$ cat config.mk
export PLATFORM = sky130hd
export DESIGN_NAME = vga_scanout
export DESIGN_NICKNAME = d
export VERILOG_FILES = /design/src/rtl/vga_timing_pkg.sv /design/src/rtl/pixel_clock_enable.sv /design/src/rtl/vga_scanout.sv
export SDC_FILE = /design/constraint.sdc
export NUM_CORES = 1
export LEC_CHECK = 0
export BUFFER_PORTS_ARGS = -buffer_cell sky130_fd_sc_hd__buf_2
export CORE_MARGIN = 2
export CORE_UTILIZATION = 35
export CTS_CLUSTER_DIAMETER = 50
export DETAILED_ROUTE_END_ITERATION = 8
export GPL_ROUTABILITY_DRIVEN = 0
export PLACE_DENSITY = 0.57
export RECOVER_POWER = 50
export SYNTH_ARGS = -nofsm -noshare
export SYNTH_HDL_FRONTEND = slang
export SYNTH_SLANG_ARGS = --single-unit
export TNS_END_PERCENT = 1
$ cat constraint.sdc
create_clock -name clk -period 1.9 [get_ports clk]
set_input_delay 0.19 -clock clk [delete_from_list [all_inputs] [get_ports clk]]
set_output_delay 0.19 -clock clk [all_outputs]
set_load 0.005 [all_outputs]
$ cat src/rtl/vga_timing_pkg.sv
// vga_timing_pkg
//   Default 640x480 @ 60 Hz raster constants, derived totals and sync
//   windows, the colour types, and a sync-level helper shared by the
//   scanout logic.
//   No ports (package).
package vga_timing_pkg;

  localparam int VGA_CLK_DIV  = 2;

  localparam int VGA_H_ACTIVE = 640;
  localparam int VGA_H_FP     = 16;
  localparam int VGA_H_SYNC   = 96;
  localparam int VGA_H_BP     = 48;
  localparam int VGA_H_TOTAL  = VGA_H_ACTIVE + VGA_H_FP + VGA_H_SYNC + VGA_H_BP;
  localparam int VGA_HS_START = VGA_H_ACTIVE + VGA_H_FP;
  localparam int VGA_HS_END   = VGA_HS_START + VGA_H_SYNC;

  localparam int VGA_V_ACTIVE = 480;
  localparam int VGA_V_FP     = 10;
  localparam int VGA_V_SYNC   = 2;
  localparam int VGA_V_BP     = 33;
  localparam int VGA_V_TOTAL  = VGA_V_ACTIVE + VGA_V_FP + VGA_V_SYNC + VGA_V_BP;
  localparam int VGA_VS_START = VGA_V_ACTIVE + VGA_V_FP;
  localparam int VGA_VS_END   = VGA_VS_START + VGA_V_SYNC;

  typedef logic [23:0] colour24_t;

  typedef struct packed {
    logic [7:0] r;
    logic [7:0] g;
    logic [7:0] b;
  } rgb_t;

  // Active-low sync level: 0 inside [start, stop), 1 elsewhere.
  function automatic logic sync_level(input logic [9:0] cnt,
                                      input logic [9:0] start,
                                      input logic [9:0] stop);
    return !((cnt >= start) && (cnt < stop));
  endfunction

endpackage

$ cat src/rtl/pixel_clock_enable.sv
// pixel_clock_enable
//   Divides the system clock into pixel periods of CLK_DIV clocks.
//   Ports:
//     clk_i      in   system clock
//     rst_n_i    in   synchronous reset, active low
//     pix_en_o   out  one-clk strobe on the last clock of each pixel period
//                     (constantly 1 when CLK_DIV == 1)
//     vga_clk_o  out  DAC pixel clock, high for the first half of each period
module pixel_clock_enable #(
  parameter int CLK_DIV = 2
) (
  input  logic clk_i,
  input  logic rst_n_i,
  output logic pix_en_o,
  output logic vga_clk_o
);

  localparam int CW = (CLK_DIV > 1) ? $clog2(CLK_DIV) : 1;
  localparam logic [CW-1:0] DIV_LAST = CW'(CLK_DIV - 1);
  // Rounded up so an odd divider gives the longer half to the high phase.
  localparam logic [CW-1:0] HALF     = CW'((CLK_DIV + 1) / 2);

  logic [CW-1:0] div_cnt_q;
  logic [CW-1:0] div_cnt_d;
  logic          vga_clk_q;

  assign pix_en_o  = (div_cnt_q == DIV_LAST);
  assign div_cnt_d = pix_en_o ? '0 : div_cnt_q + CW'(1);
  assign vga_clk_o = vga_clk_q;

  always_ff @(posedge clk_i) begin
    if (!rst_n_i) begin
      div_cnt_q <= '0;
      vga_clk_q <= 1'b0;
    end else begin
      div_cnt_q <= div_cnt_d;
      // Registered from the next count so vga_clk tracks div_cnt_q exactly.
      vga_clk_q <= (div_cnt_d < HALF);
    end
  end

endmodule

$ cat src/rtl/vga_scanout.sv
// vga_scanout
//   Raster scan generator and pixel sink for the VGA DAC.
//   Ports:
//     clk          in   system clock
//     rst_n        in   synchronous reset, active low
//     x, y         out  registered pixel coordinates to the colour generator
//                       (0,0 outside the visible area)
//     pixel_data   in   RGB 8:8:8 colour for (x,y), combinational from x/y
//     vga_r/g/b    out  colour, zero while blanked
//     vga_hs/vs    out  syncs, active low
//     vga_blank_n  out  1 on visible pixels
//     vga_sync_n   out  tied 0
//     vga_clk      out  DAC pixel clock
//     frame_tick   out  one-clk pulse as the raster enters vertical blanking
//   Pipeline: counters -> stage 1 (x/y, copies of the counters) -> stage 2
//   (DAC outputs), so every DAC output lags its counter value by two pixel
//   periods and sync, blank and colour stay mutually aligned.
module vga_scanout
  import vga_timing_pkg::*;
#(
  parameter int CLK_DIV  = VGA_CLK_DIV,
  parameter int H_ACTIVE = VGA_H_ACTIVE,
  parameter int H_FP     = VGA_H_FP,
  parameter int H_SYNC   = VGA_H_SYNC,
  parameter int H_BP     = VGA_H_BP,
  parameter int V_ACTIVE = VGA_V_ACTIVE,
  parameter int V_FP     = VGA_V_FP,
  parameter int V_SYNC   = VGA_V_SYNC,
  parameter int V_BP     = VGA_V_BP
) (
  input  logic        clk,
  input  logic        rst_n,
  output logic [9:0]  x,
  output logic [8:0]  y,
  input  logic [23:0] pixel_data,
  output logic [7:0]  vga_r,
  output logic [7:0]  vga_g,
  output logic [7:0]  vga_b,
  output logic        vga_hs,
  output logic        vga_vs,
  output logic        vga_blank_n,
  output logic        vga_sync_n,
  output logic        vga_clk,
  output logic        frame_tick
);

  localparam int H_TOTAL = H_ACTIVE + H_FP + H_SYNC + H_BP;
  localparam int V_TOTAL = V_ACTIVE + V_FP + V_SYNC + V_BP;

  localparam logic [9:0] H_ACT    = 10'(H_ACTIVE);
  localparam logic [9:0] H_LAST   = 10'(H_TOTAL - 1);
  localparam logic [9:0] HS_START = 10'(H_ACTIVE + H_FP);
  localparam logic [9:0] HS_END   = 10'(H_ACTIVE + H_FP + H_SYNC);
  localparam logic [9:0] V_ACT    = 10'(V_ACTIVE);
  localparam logic [9:0] V_LAST   = 10'(V_TOTAL - 1);
  localparam logic [9:0] VS_START = 10'(V_ACTIVE + V_FP);
  localparam logic [9:0] VS_END   = 10'(V_ACTIVE + V_FP + V_SYNC);
  localparam logic [9:0] V_TICK   = 10'(V_ACTIVE - 1);

  logic       pix_en;
  logic [9:0] hcount_q, hcount_d;
  logic [9:0] vcount_q, vcount_d;
  logic       active;

  // Stage 1
  logic [9:0] x_q;
  logic [8:0] y_q;
  logic [9:0] hcount_s1_q;
  logic [9:0] vcount_s1_q;
  logic       active_s1_q;

  // Stage 2
  rgb_t       rgb_q;
  logic       hs_q;
  logic       vs_q;
  logic       blank_n_q;

  pixel_clock_enable #(
    .CLK_DIV (CLK_DIV)
  ) u_pixel_clock_enable (
    .clk_i     (clk),
    .rst_n_i   (rst_n),
    .pix_en_o  (pix_en),
    .vga_clk_o (vga_clk)
  );

  // Next raster position, taken only on pix_en.
  always_comb begin
    hcount_d = hcount_q + 10'd1;
    vcount_d = vcount_q;
    if (hcount_q == H_LAST) begin
      hcount_d = '0;
      vcount_d = (vcount_q == V_LAST) ? '0 : vcount_q + 10'd1;
    end
  end

  assign active = (hcount_q < H_ACT) && (vcount_q < V_ACT);

  always_ff @(posedge clk) begin
    if (!rst_n) begin
      hcount_q    <= '0;
      vcount_q    <= '0;
      x_q         <= '0;
      y_q         <= '0;
      hcount_s1_q <= '0;
      vcount_s1_q <= '0;
      active_s1_q <= 1'b0;
      rgb_q       <= '0;
      hs_q        <= 1'b1;
      vs_q        <= 1'b1;
      blank_n_q   <= 1'b0;
    end else if (pix_en) begin
      hcount_q    <= hcount_d;
      vcount_q    <= vcount_d;

      x_q         <= active ? hcount_q : '0;
      y_q         <= active ? vcount_q[8:0] : '0;
      hcount_s1_q <= hcount_q;
      vcount_s1_q <= vcount_q;
      active_s1_q <= active;

      // pixel_data answers the x/y registered one pixel period ago.
      rgb_q       <= active_s1_q ? rgb_t'(pixel_data) : '0;
      hs_q        <= sync_level(hcount_s1_q, HS_START, HS_END);
      vs_q        <= sync_level(vcount_s1_q, VS_START, VS_END);
      blank_n_q   <= active_s1_q;
    end
  end

  // Decoded from registered state so it coincides with the pix_en that
  // moves the counters onto (0, V_ACTIVE); masked while reset is applied.
  assign frame_tick = rst_n && pix_en && (hcount_q == H_LAST) && (vcount_q == V_TICK);

  assign x           = x_q;
  assign y           = y_q;
  assign vga_r       = rgb_q.r;
  assign vga_g       = rgb_q.g;
  assign vga_b       = rgb_q.b;
  assign vga_hs      = hs_q;
  assign vga_vs      = vs_q;
  assign vga_blank_n = blank_n_q;
  assign vga_sync_n  = 1'b0;

endmodule

* After elaboration in Yosys (flattened, before gate mapping)
Index checks and enable logic that the tools add are counted.
W data, S select, Z words.
** Storage, ports and cells
- Register bits :: 89
- Bits in latches :: 0
- RAM bits :: 0
- Memory bits (read-only) :: 0
- Input port bits :: 26
- Logic and storage cells :: 43
- Memories :: 0
** Operators by class
- Add/sub/neg operators :: 3
- $mul :: 0
- Divide/modulo/power cells :: 0
- $lt $le $gt $ge :: 7
- Equality and inequality tests :: 3
- Shifts and indexed selects :: 0
- Mux-type cells :: 6
- Bitwise operators :: 0
- Reduce and logical (&&, ||, !) cells :: 9
** Operators with widths (number)
- $mux W10 :: 3
- $mux W24 :: 1
- $add A10 B1 Y10 const B :: 2
- $eq A10 B10 Y1 const B :: 2
- $lt A10 B10 Y1 const B :: 2
- $lt A10 B9 Y1 const B :: 2
- $eq A10 B9 Y1 const B :: 1
- $ge A10 B10 Y1 const B :: 1
- $ge A10 B9 Y1 const B :: 1
- $mux W9 :: 1
- $logic_and A1 B1 Y1 :: 6
- $logic_not A1 Y1 :: 2
- $reduce_and A2 Y1 :: 1
- $add A1 B1 Y1 const B :: 1
- $lt A1 B1 Y1 const B :: 1
- $mux W1 :: 1

* Depth between registers and ports, before layout
Gate-level depths: netlist of the first run.
- Depth in word-level cells :: 3
- Depth in mapped cells :: 7
- Gate-level depth less buffers :: 6

* Modules after synthesis
From an unflattened synthesis of the first run, not the netlist that was laid out.
** Second synthesis, totals
- Cells, all modules :: 360
- Area total of the unflattened synthesis :: 3158.0 um^2
** By module, submodules not included
- vga_scanout :: times used 1, cells each 356, area each 3101.7 um^2, sequential area each 1641.6 um^2
- pixel_clock_enable :: times used 1, cells each 4, area each 56.3 um^2, sequential area each 40.0 um^2

* Least setup slack after synthesis of the first run
OpenSTA, ideal clock, no wires.
- Kind :: flip-flop to flip-flop
- Start :: register hcount_q[0]
- End :: register vcount_q[9]
- Setup time :: 0.132 ns
- Data arrival time :: 1.568 ns
- Required time :: 1.768 ns
- Path slack :: 0.200 ns
- Cell stages (with the launch flop) :: 8
- Buffers on the path :: 2
- Period minus slack after synthesis :: 1.700 ns
- Cells stage by stage :: dfxtp_1 ha_1 and4_1 buf_4 nand4_2 buf_4 o41ai_1 a21oi_1
** Between the ends
- Longest elaborated chain between the ends :: 2
** Ends and longest elaborated chain
- start: declaration :: RTL line vga_scanout.sv:61 : logic [9:0] hcount_q, hcount_d;
- start signal: assignment :: RTL line vga_scanout.sv:113 : hcount_q <= hcount_d;
- $eq A10 B10 Y1 :: RTL line vga_scanout.sv:91 : if (hcount_q == H_LAST) begin
- $reduce_and A2 Y1 (no source line)
- end signal: assignment :: RTL line vga_scanout.sv:114 : vcount_q <= vcount_d;
- end: declaration :: RTL line vga_scanout.sv:62 : logic [9:0] vcount_q, vcount_d;
Every way passes these cells.
A chain may end at the register's enable or synchronous reset.

* Worst setup path after layout of the first run
- Start :: register vcount_q[8]
- End :: output frame_tick
** Between the ends
- Longest elaborated chain between the ends :: 2
** Ends and longest elaborated chain
- $eq A10 B9 Y1 :: RTL line vga_scanout.sv:132 : assign frame_tick = rst_n && pix_en && (hcount_q == H_LAST) && (vcount_q == V_TICK);
- $logic_and A1 B1 Y1 :: RTL line vga_scanout.sv:132
- end: declaration :: RTL line vga_scanout.sv:44 : output logic frame_tick
Every way passes these cells.

==> out/results.txt, run 1 <==
outcome -> completed
Core Area -> 8810 um2
vias -> 2478
Primary FF master, synth -> dfxtp_1
Hold Startpoint -> pixel_data[14]
post-synth top area cell -> dfxtp_1
WP data arrival -> 1670 ps
CP required -> 1710 ps
initial drt markers -> 96
design area -> 3920 um2
Synth top cells by count -> dfxtp_1, a22o_1, nor2b_1
layout cells sized above 1 -> 0.257
FF-to-FF Start -> hcount_q[7]
number of enable flip-flop cells after synthesis -> 0
CP endpoint kind -> primary output
vias per cell -> 5.07
RSZ-0062 raised after global routing -> true
flop and latch count out of synthesis -> 84
# diodes -> 0
Starting Density -> 0.363
Die W -> 99.6 um
worst reg2reg path depth -> 6
Synthesis Warnings -> 0
Layout fillers -> 875
largest net degree at the start of global routing -> 48
number of global-route vias before repair -> 2328
clk_skew -> 12.3 ps
Power per Cell Area -> 860 nW/um2
drc violations -> 0
Async SR Flop Fraction -> 0
max-capacitance violation count -> 0
Nets -> 405
cells after synthesis -> 299
crit path max fanout -> 7
area grow syn2layout -> 22.6%
post-DP HPWL -> 4800 um
count of final setup violators -> 0
post-synthesis cell type count -> 50
# clock sinks -> 84
root buf cell -> clkbuf_8
die height -> 99.6 um
Startpoint Class -> flip-flop
htree depth -> 3
Mapped Nets -> 328
GR Util All Layers -> 0.144
IO Count -> 75
Multi-input gate area -> 1380 um2
Clk pin slew, worst setup/hold paths -> 90 ps
peak supply drop -> 0.264 mV
reg2reg setup slack -> 110 ps
global-route wire length before repair -> 11300 um
endpoints failing hold -> 0
Seq/Total Area, Yosys -> 0.526
# rows -> 34
DIE AREA -> 9920 um2
count leader, synth -> dfxtp_1
Avg WL per Cell -> 14.6 um
Max clock buf depth -> 2
Post-Route WL -> 7120 um
Hold Path Depth -> 2
r2r endpoint -> vcount_q[9]
CTS hold repair buffers -> 0
Hold Path Sink -> vga_g[6]
share of the synthesized area in the top cell type -> 0.526
clk_lat worst skew -> 350 ps
DR pass1 iterations -> 4
period utilization -> 0.977
Slew @ Worst Pin -> 566 ps
Placed Area -> 3700 um2
Synth Cell Area -> 3200 um2
antenna viol nets, final -> 0
CTS tree -> yes
fmax -> 539 MHz
slew margin rel. -> 0.623
CTS Buf Count -> 9
Pleak -> 1.59 nW
Hold Crit Class -> input port to flip-flop
GR Overflow Total -> 0
critical path class -> flip-flop to primary output
max-slew violations -> 0
Tmin final -> 1860 ps
# port buffers -> 73
top cells by area, synth -> dfxtp_1, a22o_1, mux2i_1, nor2b_1, xnor2_1
initial antenna violation count -> 0
register cell area after layout -> 1690 um2
final hold slack -> 41.4 ps
Syn Area/Cell -> 10.7 um2
==> what timing repair did <==
action                                  in CTS  in global routing
gates resized for setup                      1                  8
buffers inserted                             0                  1
endpoints found under the setup margin       1                 35
pin swaps                                    0                  2
==> state kept, by name, indices dropped and copies added (netlist names) <==
name	flops
vcount_s1_q	9
hcount_q	10
u_pixel_clock_enable.pix_en_o	1
x	10
vga_b	8
active_s1_q	1
vcount_q	10
u_pixel_clock_enable.vga_clk_o	1
vga_g	8
vga_blank_n	1
vga_hs	1
hcount_s1_q	6
vga_vs	1
y	9
vga_r	8
==> placed cells by master (no fill, tap or decap), types with 9 or more instances in the layout <==
cell and count:
mux2i_1 14, a21oi_1 10, buf_4 16, nand2_1 12, clkbuf_1 24, buf_2 50, clkbuf_8 9, a22o_1 41
dfxtp_1 81, inv_1 9, nor2b_1 15
==> worst max-delay path, stage by stage, from the launching register on <==
cell and delay (ps):
dfxtp_1 520, nand4b_1 130, or3_1 330, nor3_2 190
buf_2 140
==> power breakdown <==
group	total, W	internal [W]	switching (W)
Clock	0.00142	0.000747	0.000673
Combinational	0.000157	0.0000702	0.0000868
Sequential	0.00180	0.00178	0.0000133
Total	0.00337	0.00260	0.000773
==> layout make-up <==
class                   instances  area share
well taps                     108      0.0345
multi-input cells             181       0.351
flip-flops and latches         84       0.430
clock inverters                 7      0.0252
repair buffers                 91       0.119
clock buffers                   9      0.0316
inverters                       9     0.00862
==> worst max-delay path by stage <==
stage | from | end | slack (ps) | depth (start not counted)
final | vcount_q[8] | frame_tick | 40 | 4
after global routing | hcount_q[7] | frame_tick | -9 | 4
after CTS | hcount_q[5] | frame_tick | 10 | 4
after detailed placement | hcount_q[1] | vcount_q[0] | 50 | 6
after global placement | hcount_q[1] | vcount_q[9] | 120 | 6
after floorplan | hcount_q[0] | vcount_q[9] | 200 | 7
==> per-layer routing <==
layer  vias to the layer above  track usage  wire, um
met1                      1179        0.200      3530
met4                         0       0.0695        95
met3                         7       0.0281       276
li1                       1233            -         -
met5                         -            0         0
met2                        59        0.214      3220
==> through the flow <==
| stage | total power (W) | instances | setup WS, ps | util | TNS (ps) |
|---|---|---|---|---|---|
| floorplan | 0.00193 | 299 | 200 | - | 0 |
| global placement | 0.00200 | 472 | 119 | 0.420 | 0 |
| detailed placement | 0.00200 | 472 | 54.7 | 0.420 | 0 |
| CTS | 0.00342 | 488 | 13.0 | 0.446 | 0 |
| global route | 0.00351 | 489 | -9.17 | 0.445 | -9.17 |
| finish | 0.00337 | 489 | 43.1 | 0.445 | 0 |
==> cell families (layout without fill, tap and decap cells) <==
family,count (synthesis),in the layout,share of synthesized area
flops,84,84,0.526
other cells,1,1,0.00117
xor+xnor,10,10,0.0274
simple gates,85,85,0.167
buf+inv,34,116,0.0563
mux,14,14,0.0438
compound gates,68,68,0.167
fa+ha+maj,3,3,0.0117
Note: power is estimated with default switching activity, not from simulation.
==> run 2: changes to the inputs <==
ABC_AREA = 1   (was default)
SYNTH_HIERARCHICAL = 1   (was default)
==> out/results.txt, run 2 <==
Synthesis Warnings -> 6 (+6)
Startpoint Class -> flip-flop
WP data arrival -> 1600 ps (-70 ps)
# clock sinks -> 84 (unchanged)
Primary FF master, synth -> dfxtp_1
count leader, synth -> nand2_1
flop and latch count out of synthesis -> 84 (unchanged)
initial drt markers -> 157 (+64%)
fin cells -> 662 (+35%)
Hold Crit Class -> input port to flip-flop
Buffers & Inverters on Critical Path -> 1 (unchanged)
Layout fillers -> 1013 (+16%)
clk_skew -> 8.92 ps (-3.42 ps)
global-route wire length before repair -> 12700 um (+12%)
drc violations -> 0 (unchanged)
vias -> 3124 (+26%)
CTS Buf Count -> 9 (unchanged)
initial antenna violation count -> 0 (unchanged)
CTS tree -> yes
Async SR Flop Fraction -> 0 (unchanged)
GR Overflow Total -> 0 (unchanged)
Syn Area/Cell -> 7.51 um2 (-30%)
fin util -> 0.432 (-0.0130)
number of global-route vias before repair -> 2706 (+16%)
commonest non-fill, non-tap cell in the layout -> nand2_1
Setup TNS Final -> 0 ps (unchanged)
DIE AREA -> 10600 um2 (+6.3%)
max incr delay on CP -> 360 ps (-160 ps)
Seq/Total Area, Yosys -> 0.493 (-0.0326)
antenna viol nets, final -> 0 (unchanged)
Post-Route WL -> 8050 um (+13%)
Avg WL per Cell -> 12.2 um (-16%)
Mapped Nets -> 483 (+47%)
# port buffers -> 73 (unchanged)
# rows -> 36 (+5.9%)
RSZ-0062 raised after global routing -> false
CP endpoint kind -> primary output
CTS hold repair buffers -> 0 (unchanged)
post-DP HPWL -> 5590 um (+16%)
vias per cell -> 4.72 (-6.9%)
Pleak -> 1.58 nW (-1.0%)
fmax -> 560 MHz (+4.0%)
Max clock buf depth -> 2 (unchanged)
Synth Cell Area -> 3410 um2 (+6.6%)
IO Count -> 75 (unchanged)
leading cell types in the layout, fill and taps excluded -> nand2_1, dfxtp_1, a21oi_1
critical path class -> flip-flop to primary output
number of enable flip-flop cells after synthesis -> 0 (unchanged)
Nets -> 553 (+37%)
max-capacitance violation count -> 0 (unchanged)
top cells by area, synth -> dfxtp_1, nand2_1, a21oi_1, nand3_1, nor2_1
Setup WS pre-CTS -> 191 ps (+136 ps)
Die W -> 103 um (+3.1%)
htree depth -> 3 (unchanged)
Tmin final -> 1790 ps (-70.6 ps)
max-slew violations -> 0 (unchanged)
largest net degree at the start of global routing -> 64 (+33%)
CP required -> 1710 ps (about the same)
Clk pin slew, worst setup/hold paths -> 80 ps (about the same)
Core Area -> 9590 um2 (+9.0%)
cells after synthesis -> 454 (+52%)
die height -> 103 um (+3.1%)
Power per Cell Area -> 856 nW/um2 (-0.51%)
post-synthesis cell type count -> 31 (-38%)
Final WS setup -> 114 ps (+70.6 ps)
Synth top cells by count -> nand2_1, dfxtp_1, a21oi_1
GR Util All Layers -> 0.153 (+0.00886)
slew margin rel. -> 0.532 (-0.0902)
Starting Density -> 0.356 (-0.00781)
Crit-path slowest cell -> dfxtp_2
root buf cell -> clkbuf_8
area grow syn2layout -> 21.6%
Slew @ Worst Pin -> 701 ps (+135 ps)
post-synth top area cell -> dfxtp_1
# diodes -> 0 (unchanged)
cell chain of the critical path -> ha_4 -> nand2_2 -> nor2_4 -> nand2_2 -> nor2_4 -> nand3_2 -> nor2_2 -> buf_2
share of the synthesized area in the top cell type -> 0.493 (-0.0326)
DR pass1 iterations -> 7 (+3)
count of final setup violators -> 0 (unchanged)
clk_lat worst skew -> 360 ps (about the same)
layout cells sized above 1 -> 0.168 (-0.0890)
Crit path max-delay family -> simple AND/OR/NAND/NOR gates
peak supply drop -> 0.413 mV (+56%)
period utilization -> 0.940 (-0.0371)
crit path max fanout -> 3 (-4)
outcome -> completed
endpoints failing hold -> 0 (unchanged)
cell total after placement -> 643 (+36%)
run 2: timing repair:
action / in CTS / in global routing
gates resized for setup: 6 / 6
pin swaps: 2 / 2
hold endpoints to repair: 0 / 0
setup buffers: 2 / 1
endpoints found under the setup margin: 1 / 1
run 2: through the flow:
stage | hold WS [ps] | total power (W) | area, um2
after detailed placement | 450 | 0.00205 | 3890
final | 86.9 | 0.00355 | 4150
after CTS | 69.8 | 0.00361 | 4170
after global placement | 448 | 0.00205 | 3890
after floorplan | 288 | 0.00197 | 3410
after global routing | 71.8 | 0.00369 | 4150
run 2: path summary, 6_finish.rpt:
path	from	to	slack (ps)	cells past startpoint
max reg2reg	u_pixel_clock_enable/pix_en_o	x[2]	260	4
max	hcount_q[0]	frame_tick	110	8
min reg2reg	vcount_s1_q[2]	vcount_s1_q[2]	460	2
min	pixel_data[14]	vga_g[6]	90	3
run 2: cell families after synthesis:
family,synth area share
compound gates,0.121
xor+xnor,0.00514
fa+ha+maj,0.0110
buf+inv,0.0745
flops,0.493
other cells,0.00110
simple gates,0.294
run 2: layout make-up:
| type | count | area, um2 | area share |
|---|---|---|---|
| well taps | 133 | 166 | 0.0401 |
| repair buffers | 84 | 413 | 0.0995 |
| flip-flops and latches | 84 | 1690 | 0.407 |
| clock inverters | 6 | 111 | 0.0268 |
| multi-input cells | 312 | 1510 | 0.364 |
| clock buffers | 10 | 138 | 0.0332 |
| inverters | 33 | 124 | 0.0299 |
run 2: worst min-delay path: stages:
cell	delay (ps)
buf_2	100
nand3_1	70
a21oi_1	50
run 2: layer usage:
metal	GRT usage	share of wire
met5	0	0
met4	0.0687	0.019
met3	0.0373	0.061
met2	0.232	0.44
met1	0.205	0.48
run 2: power by group:
part           leakage (nW)  internal [W]  switching (W)  total [W]
Clock                 0.122      0.000908       0.000633    0.00154
Combinational         0.773     0.0000736       0.000133   0.000206
Sequential            0.681       0.00178      0.0000184    0.00180
==> run 3: changes to the inputs <==
SYNTH_HIERARCHICAL = default   (was 1)
==> out/results.txt, run 3 <==
outcome -> completed
critical path class -> flip-flop to primary output
Mapped Nets -> 410 (-15%)
register cell area after layout -> 1690 um2 (-0.15%)
flop and latch count out of synthesis -> 84 (unchanged)
layout cells sized above 1 -> 0.191 (+0.0225)
Crit-path slowest cell -> dfxtp_1
Clk pin slew, worst setup/hold paths -> 90 ps (about the same)
Final WS setup -> 103 ps (-10.5 ps)
Core Area -> 9110 um2 (-5.1%)
Tmin final -> 1800 ps (+10.5 ps)
vias per cell -> 4.93 (+4.5%)
CP required -> 1710 ps (about the same)
period utilization -> 0.946 (+0.00555)
leading cell types in the layout, fill and taps excluded -> nand2_1, dfxtp_1, buf_2
global-route wire length before repair -> 12300 um (-3.3%)
Synthesis Warnings -> 0 (-6)
IO Count -> 75 (unchanged)
peak supply drop -> 0.331 mV (-20%)
share of the synthesized area in the top cell type -> 0.520 (+0.0267)
max-slew violations -> 0 (unchanged)
Hold Crit Class -> input port to flip-flop
# diodes -> 0 (unchanged)
htree depth -> 3 (unchanged)
Power per Cell Area -> 862 nW/um2 (+0.65%)
# clock sinks -> 84 (unchanged)
Synth Cell Area -> 3240 um2 (-5.1%)
# rows -> 35 (-2.8%)
initial antenna violation count -> 0 (unchanged)
CTS Buf Count -> 9 (unchanged)
total setup buffers inserted after CTS -> 0 (-2)
Synth top cells by count -> dfxtp_1, nand2_1, inv_1
vias -> 2795 (-11%)
count of final setup violators -> 0 (unchanged)
Primary FF master, synth -> dfxtp_1
post-synthesis cell type count -> 32 (+3.2%)
root buf cell -> clkbuf_8
CTS tree -> yes
max incr delay on CP -> 400 ps (+40 ps)
cell chain of the critical path -> ha_2 -> nand3_1 -> nor4_2 -> buf_2
largest net degree at the start of global routing -> 55 (-14%)
antenna viol nets, final -> 0 (unchanged)
DR pass1 iterations -> 4 (-3)
Post-Route WL -> 7510 um (-6.7%)
area grow syn2layout -> 18.9%
# port buffers -> 73 (unchanged)
cells after synthesis -> 381 (-16%)
post-synth top area cell -> dfxtp_1
Nets -> 480 (-13%)
GR Overflow Total -> 0 (unchanged)
drc violations -> 0 (unchanged)
fmax -> 557 MHz (-0.59%)
Setup TNS Final -> 0 ps (unchanged)
Total Power -> 0.00331 W (-6.7%)
Die W -> 100 um (-2.5%)
fin cells -> 567 (-14%)
Starting Density -> 0.355 (about the same)
Multi-input gate area -> 1280 um2 (-15%)
cell total after placement -> 551 (-14%)
post-DP HPWL -> 5190 um (-7.1%)
number of global-route vias before repair -> 2591 (-4.2%)
Avg WL per Cell -> 13.2 um (+8.9%)
Setup WS pre-CTS -> 274 ps (+83.2 ps)
crit path max fanout -> 4 (+1)
CP endpoint kind -> primary output
endpoints failing hold -> 0 (unchanged)
DIE AREA -> 10000 um2 (-4.9%)
Slew @ Worst Pin -> 888 ps (+187 ps)
clk_skew -> 10.1 ps (+1.23 ps)
Pleak -> 1.58 nW (about the same)
die height -> 100 um (-2.5%)
WP data arrival -> 1610 ps (about the same)
clk_lat worst skew -> 360 ps (about the same)
GR Util All Layers -> 0.155 (+0.00194)
Max clock buf depth -> 2 (unchanged)
RSZ-0062 raised after global routing -> false
Layout fillers -> 960 (-5.2%)
top cells by area, synth -> dfxtp_1, nand2_1, a32o_1, inv_1, nor2_1
Startpoint Class -> flip-flop
Syn Area/Cell -> 8.49 um2 (+13%)
Seq/Total Area, Yosys -> 0.520 (+0.0267)
Async SR Flop Fraction -> 0 (unchanged)
max-capacitance violation count -> 0 (unchanged)
initial drt markers -> 147 (-6.4%)
slew margin rel. -> 0.407 (-0.126)
number of enable flip-flop cells after synthesis -> 0 (unchanged)
commonest non-fill, non-tap cell in the layout -> nand2_1
run 3: changes by cell type in the layout (fill, tap and decap cells not counted), sizes merged, moves of 10 or more:
cell	before	now
a21oi	68	6
nand2	128	88
a32o	0	24
nand3	38	17
o21ai	5	19
inv	32	44
o31ai	2	13
clkbuf	46	36
run 3: repair_timing:
item                                    in CTS  in global routing
gates resized for setup                      3                  3
pin swaps                                    0                  1
endpoints found under the setup margin       1                  1
hold buffers                                 0                  0
endpoints found under the hold margin        0                  0
run 3: per-stage QoR:
step | hold slack (ps) | instance area [um2] | utilization
5_1_grt | 66.3 | 3850 | 0.422
2_1_floorplan | 342 | 3240 | -
3_5_place_dp | 435 | 3660 | 0.402
4_1_cts | 62.9 | 3890 | 0.427
6_report | 77.0 | 3850 | 0.422
3_3_place_gp | 436 | 3660 | 0.402
run 3: cells by family (layout without fill, tap and decap cells):
logic type / count (synthesis) / in the layout / synth area share
compound gates: 73 / 73 / 0.166
xor+xnor: 1 / 1 / 0.00271
fa+ha+maj: 3 / 3 / 0.0116
buf+inv: 61 / 136 / 0.0847
flops: 84 / 84 / 0.520
other cells: 1 / 1 / 0.00116
simple gates: 158 / 158 / 0.214
run 3: final cells by class:
class,count,area share
well taps,111,0.0361
repair buffers,78,0.0956
flip-flops and latches,84,0.438
inverters,42,0.0410
multi-input cells,236,0.332
clock inverters,5,0.0172
clock buffers,11,0.0394
run 3: power by group:
group | switching [W] | internal, W | leakage [nW]
clock | 0.000663 | 0.000695 | 0.108
sequential | 0.0000207 | 0.00178 | 0.680
combinational | 0.0000978 | 0.0000545 | 0.787
run 3: path summary, 6_finish.rpt:
kind | from | to | slack (ps) | depth (start not counted)
max | vcount_q[0] | frame_tick | 100 | 4
min | pixel_data[20] | vga_r[4] | 80 | 2
max reg2reg | u_pixel_clock_enable.pix_en_o | vcount_q[0] | 240 | 7
min reg2reg | x[4] | x[4] | 450 | 2
run 3: layer usage:
layer | GRT usage | share of wire
met1 | 0.203 | 0.49
met2 | 0.243 | 0.44
met3 | 0.0320 | 0.052
met4 | 0.0748 | 0.014
met5 | 0 | 0
run 3: worst max-delay path, delay by kind of cell (launching register included):
kind | cells | cell delay (ps)
DFF | 1 | 400
and+or+nand+nor | 2 | 470
adders and majority gates | 1 | 230
buffers and inverters | 1 | 160
